$ cat src/rtl/hazard_scoreboard_pkg.sv
// Shared opcode constants, FSM encoding and scoreboard entry type for the
// hazard scoreboard and the main control decoder.
package hazard_scoreboard_pkg;

  localparam int unsigned OpW  = 4;
  localparam int unsigned RegW = 2;

  localparam logic [OpW-1:0] OpAdd  = 4'b0000;
  localparam logic [OpW-1:0] OpSub  = 4'b0001;
  localparam logic [OpW-1:0] OpAnd  = 4'b0010;
  localparam logic [OpW-1:0] OpOr   = 4'b0011;
  localparam logic [OpW-1:0] OpAddi = 4'b0100;
  localparam logic [OpW-1:0] OpLw   = 4'b0101;
  localparam logic [OpW-1:0] OpSw   = 4'b0110;
  localparam logic [OpW-1:0] OpSlt  = 4'b0111;
  localparam logic [OpW-1:0] OpBeq  = 4'b1000;
  localparam logic [OpW-1:0] OpBne  = 4'b1001;

  localparam logic [7:0] StallCntMax = 8'hFF;

  typedef enum logic [1:0] {
    StRun   = 2'd0,
    StStall = 2'd1,
    StFlush = 2'd2
  } hs_state_e;

  typedef struct packed {
    logic            valid;
    logic [RegW-1:0] dest;
  } sb_entry_t;

endpackage

$ cat src/rtl/hazard_decode.sv
// Combinational register-usage decode of the IF/ID instruction: which source
// fields are read and which field (if any) is written.
module hazard_decode
  import hazard_scoreboard_pkg::*;
(
  input  logic [15:0]     id_ir,
  output logic            reads_rs,
  output logic            reads_rt,
  output logic            writes,
  output logic [RegW-1:0] dest
);

  logic [OpW-1:0] op;
  logic           unused_bits;

  assign op          = id_ir[15:12];
  assign unused_bits = ^{id_ir[11:10], id_ir[5:0]};

  always_comb begin
    reads_rs = 1'b0;
    reads_rt = 1'b0;
    writes   = 1'b0;
    dest     = id_ir[7:6];
    case (op)
      OpAdd, OpSub, OpAnd, OpOr, OpSlt: begin
        reads_rs = 1'b1;
        reads_rt = 1'b1;
        writes   = 1'b1;
        dest     = id_ir[7:6];
      end
      OpAddi, OpLw: begin
        reads_rs = 1'b1;
        writes   = 1'b1;
        dest     = id_ir[9:8];
      end
      OpSw, OpBeq, OpBne: begin
        reads_rs = 1'b1;
        reads_rt = 1'b1;
      end
      default: ;
    endcase
  end

endmodule

$ cat src/rtl/hazard_scoreboard.sv
// RAW hazard scoreboard: tracks destinations of in-flight writes after ID and
// stalls or flushes the front end. State advances on the falling clock edge.
module hazard_scoreboard
  import hazard_scoreboard_pkg::*;
#(
  parameter int unsigned DEPTH = 2
) (
  input  logic        clock,
  input  logic        reset,
  input  logic [15:0] id_ir,
  input  logic        id_valid,
  input  logic        ex_branch_taken,
  output logic        pc_en,
  output logic        ifid_en,
  output logic        idex_bubble,
  output logic        ifid_flush,
  output logic [7:0]  stall_cnt
);

  hs_state_e                  state_q, state_d;
  sb_entry_t [DEPTH-1:0]      entries_q, entries_d;
  logic [7:0]                 stall_cnt_q, stall_cnt_d;

  logic            reads_rs, reads_rt, writes;
  logic [RegW-1:0] dest, rs, rt;
  logic            hazard, issue;

  hazard_decode u_decode (
    .id_ir    (id_ir),
    .reads_rs (reads_rs),
    .reads_rt (reads_rt),
    .writes   (writes),
    .dest     (dest)
  );

  assign rs = id_ir[11:10];
  assign rt = id_ir[9:8];

  // $0 is never pending: a read of $0 cannot match, and writes to it are dropped below.
  always_comb begin
    hazard = 1'b0;
    for (int i = 0; i < int'(DEPTH); i++) begin
      if (entries_q[i].valid) begin
        if (reads_rs && (rs != '0) && (rs == entries_q[i].dest)) hazard = 1'b1;
        if (reads_rt && (rt != '0) && (rt == entries_q[i].dest)) hazard = 1'b1;
      end
    end
    hazard = hazard & id_valid;
  end

  assign issue = !ex_branch_taken && !hazard;

  always_comb begin
    for (int i = 1; i < int'(DEPTH); i++) begin
      entries_d[i] = entries_q[i-1];
    end
    entries_d[0].valid = issue && id_valid && writes && (dest != '0);
    entries_d[0].dest  = entries_d[0].valid ? dest : '0;
  end

  always_comb begin
    stall_cnt_d = stall_cnt_q;
    if (!ex_branch_taken && hazard && (stall_cnt_q != StallCntMax)) begin
      stall_cnt_d = stall_cnt_q + 8'd1;
    end
  end

  always_ff @(negedge clock or posedge reset) begin
    if (reset) begin
      state_q     <= StRun;
      entries_q   <= '0;
      stall_cnt_q <= '0;
    end else begin
      state_q     <= state_d;
      entries_q   <= entries_d;
      stall_cnt_q <= stall_cnt_d;
    end
  end

  // FLUSH re-evaluates hazards exactly like RUN; a taken branch wins from any state.
  always_comb begin
    state_d = state_q;
    unique case (state_q)
      StRun:   state_d = hazard ? StStall : StRun;
      StStall: state_d = hazard ? StStall : StRun;
      StFlush: state_d = hazard ? StStall : StRun;
      default: state_d = StRun;
    endcase
    if (ex_branch_taken) state_d = StFlush;
  end

  // Outputs are Mealy on hazard/branch in every state; reset forces the run values.
  always_comb begin
    pc_en       = 1'b1;
    ifid_en     = 1'b1;
    idex_bubble = 1'b0;
    ifid_flush  = 1'b0;
    if (!reset) begin
      if (ex_branch_taken) begin
        ifid_flush  = 1'b1;
        idex_bubble = 1'b1;
      end else if (hazard) begin
        pc_en       = 1'b0;
        ifid_en     = 1'b0;
        idex_bubble = 1'b1;
      end
    end
  end

  assign stall_cnt = stall_cnt_q;

endmodule
$ cat config.mk
export PLATFORM = sky130hd
export DESIGN_NAME = hazard_scoreboard
export DESIGN_NICKNAME = d
export VERILOG_FILES = /design/src/rtl/hazard_scoreboard_pkg.sv /design/src/rtl/hazard_decode.sv /design/src/rtl/hazard_scoreboard.sv
export SDC_FILE = /design/constraint.sdc
export NUM_CORES = 1
export LEC_CHECK = 0
export CORE_MARGIN = 5
export CORE_UTILIZATION = 37
export DETAILED_ROUTE_END_ITERATION = 10
export PLACE_DENSITY = 0.78
export SLEW_MARGIN = 40
export SYNTH_ARGS = -nofsm -noshare
export SYNTH_HDL_FRONTEND = slang
export SYNTH_SLANG_ARGS = --single-unit
$ cat constraint.sdc
create_clock -name clock -period 2.6 [get_ports clock]
set_input_delay 0.78 -clock clock [delete_from_list [all_inputs] [get_ports clock]]
set_output_delay 0.78 -clock clock [all_outputs]
set_load 0.05 [all_outputs]
* Yosys cells after proc, flatten, opt, wreduce, memory -nomap -nowiden
Cells that the tools add are included.
W data, S select, Z words.
** Storage, ports and cells
- Register bits :: 14
- Bits in latches :: 0
- Bits in writable memories :: 0
- Memory bits (read-only) :: 0
- Bits of input ports :: 20
- Output and inout bits :: 12
- Logic and storage cells :: 62
- Memories kept :: 0
** Operators by class
- Add/subtract/negate cells :: 1
- Multipliers :: 0
- Divide/modulo/power cells :: 0
- Order comparisons :: 0
- Equality and inequality tests :: 14
- Shifts and indexed selects :: 0
- Multiplexer cells :: 19
- Bitwise gates (word level) :: 1
- Reductions and logical operators :: 22
** Operators by type and width (count)
- $mux W1 :: 17
- $eq A4 B3 Y1 const B :: 4
- $logic_and A1 B1 Y1 :: 12
- $reduce_or A10 Y1 :: 1
- $add A8 B1 Y8 const B :: 1
- $eq A2 B2 Y1 :: 4
- $eq A4 B2 Y1 const B :: 2
- $eq A4 B4 Y1 const B :: 2
- $ne A8 B8 Y1 const B :: 1
- $reduce_or A8 Y1 :: 1
- $reduce_or A7 Y1 :: 1
- $reduce_bool A2 Y1 :: 3
- $eq A4 B1 Y1 const B :: 1
- $logic_not A4 Y1 :: 1
- $mux W2 :: 2
- $logic_not A1 Y1 :: 2
- $reduce_or A2 Y1 :: 1
- $and A1 B1 Y1 :: 1

* Logic depth before layout (Yosys ltp)
- Depth in word-level cells :: 18
- Mapped depth :: 6
- Gate-level depth less buffers :: 6

* Modules after synthesis
Synthesis repeated with hierarchy kept, for this count alone.
** Second synthesis, totals
- Cells, all modules :: 79
- Area total of the unflattened synthesis :: 883.3 µm²
** By module, submodules not included
- hazard_scoreboard :: times used 1, cells each 72, area an instance 823.3 µm²
- hazard_decode :: times used 1, cells each 7, area an instance 60.1 µm²

==> results.json <==
{
  "cp.required_ns": 1.82,
  "ys_seq_elements": 14,
  "leakage_nw": 0.746,
  "grtUsageTotal_pct": 14.8,
  "drc_errors": 0,
  "cp-end-kind": "output pin",
  "grt_pass1_wl_um": 3750,
  "maxSlewHeadroom_pct": 76.2,
  "grt_overflow": 0,
  "finalSetupViolations": 22,
  "yosysWarnings": 0,
  "post-synth-top-area-cell": "dfrtn_1",
  "max_stage_delay_ns": 0.51,
  "drv_slew": 0,
  "slowest_stage": "dfrtn_1",
  "die_h_um": 55.9,
  "final_cell_mix": "buf_4 (23), dfrtn_1 (14), buf_12 (11), buf_6 (8), nand3_1 (7)",
  "final_layout_size_suffix_gt1_share_pct": 55.2,
  "outcome": "finished, violations left",
  "rsz0062_at_grt": "true",
  "min_path_type": "register to register",
  "grt_pass1_vias": 857,
  "worst_clock_skew_ns": 0.00280,
  "antenna_cells": 0,
  "violations": "setup timing",
  "layout_commonest_cell": "buf_4",
  "cts-root-buf": "clkbuf_4",
  "hold-worst-slack_ns": 0.377,
  "cts.clk_slew.worst_paths_ns": 0.05,
  "worstPathMaxFanout": 3,
  "ant_nets": 0,
  "powerDensity_nw_per_um2": 395,
  "cts_tree": "built",
  "wl_per_cell_um": 15.2,
  "avgSynthCellArea_um2": 9.85,
  "clock_latency_ns": 0.28,
  "portBuffers": 25,
  "tightest_slew_ns": 0.354,
  "cts_buffers": 3,
  "finalHoldViolations": 0,
  "gp_congestion": 0.792,
  "ys_seq_area_share_pct": 45.0,
  "yosysUniqueCellTypes": 24,
  "finalWorstSetupSlack_ns": -1.37,
  "htree_levels": 1,
  "crit_chain": "xnor2_2, nand3_1, a211oi_2, nor2_2, or3_4, buf_6",
  "syn_inst": 79,
  "synth.area.top_cells": "dfrtn_1 (45%), xnor2_1 (11%), xor2_1 (5.6%)",
  "rows": 16,
  "viasPerCell": 4.86,
  "place_area_um2": 1310,
  "drt-initial-drc-count": 5,
  "setup.worst_path.class": "register to output pin",
  "antenna_found_initial": 0,
  "fin_nets": 157,
  "clkSinkCount": 14,
  "maxCapViolations": 0,
  "clockBufferDepth": 2,
  "final_cell_area_um2": 1540,
  "grt_max_degree": 15,
  "die_area_um2": 3120,
  "vdd_ir_drop_max_mv": 0.392,
  "multiInputGateArea_um2": 523,
  "start_util_pct": 39.3,
  "dp_hpwl_um": 1530,
  "syn_area_um2": 778,
  "io_pins": 32,
  "synth_nets": 100,
  "core_um2": 1980,
  "drt_pass1_iterations": 4,
  "die_x_um": 55.9,
  "arrival_ns": 3.19,
  "wirelength_um": 2440,
  "synth.top_cell.area_share_pct": 45.0,
  "worstSetupStartpointType": "register",
  "num_vias": 782,
  "fillerInstances": 110,
  "seq_area_um2": 350,
  "syn_to_final_growth_pct": 97.3
}
## kinds of logic after synthesis
group | count (synthesis) | share of synthesized area (%)
mux | 3 | 4.02
fa+ha+maj | 1 | 1.61
compound gates | 11 | 10.1
xor+xnor | 15 | 16.9
simple gates | 28 | 18.5
flops | 14 | 45.0
buf+inv | 7 | 3.86
## Yosys cell counts, drive strengths merged
| library cell | number |
|---|---|
| mux2 | 1 |
| buf | 1 |
| nor3 | 2 |
| a41oi | 1 |
| a311oi | 1 |
| a21oi | 2 |
| or3 | 1 |
| xnor2 | 10 |
| xor2 | 5 |
| nand2b | 2 |
| nor4 | 1 |
| inv | 6 |
| o31ai | 1 |
| o21a | 1 |
| nand2 | 4 |
| ha | 1 |
| a211oi | 1 |
| nor2 | 10 |
| mux2i | 2 |
| nor2b | 1 |
| nand3 | 7 |
| o21ai | 4 |
| dfrtn | 14 |
## sequential cells by signal, summed over array words and instances, names as in the netlist
register,count
entries_d,3
entries_q,3
stall_cnt,8
## per-stage QoR
stage	util (%)	cells	power (mW)	worst slack [ns]	TNS [ns]
global placement	65.9	147	0.460	-1.22	-16.52
floorplan	-	79	0.339	-1.13	-10.09
global route	77.5	161	0.636	-1.49	-14.42
CTS	72.9	158	0.584	-1.32	-14.72
finish	77.5	161	0.607	-1.37	-12.58
detailed placement	65.9	147	0.465	-1.30	-17.25
## worst max-delay path, delay by kind of cell, from the launching register on
kind / cells / cell delay [ns]
AOI/OAI and AO/OA: 1 / 0.25
DFF: 1 / 0.51
and+or+nand+nor: 3 / 0.55
xor gates and xnor gates: 1 / 0.14
buffers and inverters: 1 / 0.16
## metal layers
metal	wire (um)	part of all wire (%)	vias to the layer above	GRT usage, %
met5	0	0	-	0
met2	1330	55	21	26.5
met1	945	39	373	17.3
met3	88	3.6	10	2.78
met4	74	3.0	0	6.10
li1	-	-	378	-
## final cells by class
| type | instances | area share, % |
|---|---|---|
| Clock buffer | 3 | 1.47 |
| Sequential cell | 14 | 22.8 |
| Multi-Input combinational cell | 58 | 34.1 |
| Tap cell | 27 | 2.20 |
| Timing Repair Buffer | 53 | 38.0 |
| Inverter | 6 | 1.47 |
## power breakdown
group          internal (mW)  switching (mW)  leakage (nW)  total (mW)
clock                 0.0537          0.0666        0.0138       0.120
sequential             0.233          0.0158         0.188       0.249
combinational          0.127           0.110         0.544       0.237
total                  0.414           0.193         0.746       0.607
## worst paths after layout
path / startpoint / slack, ns / end / cells past startpoint
setup / recovery: entries_d[3] / -1.37 / pc_en / 6
hold / removal: entries_d[5] / 0.38 / entries_q[5] / 0
setup reg to reg: stall_cnt[3] / 0.58 / stall_cnt[7] / 9
hold reg to reg: entries_d[5] / 0.38 / entries_q[5] / 0
max in group asynchronous: reset / 0.36 / entries_q[5] / 3
min in group asynchronous: reset / 2.10 / stall_cnt[0] / 3
## what timing repair did
| action | CTS | global route |
|---|---|---|
| setup endpoints to repair | 22 | 22 |
| hold buffers | 0 | 0 |
| setup buffers | 8 | 7 |
| hold endpoints to repair | 0 | 0 |
| pin swaps | 6 | 9 |
| resized for setup | 27 | 35 |
(Power assumes the default switching activity.)
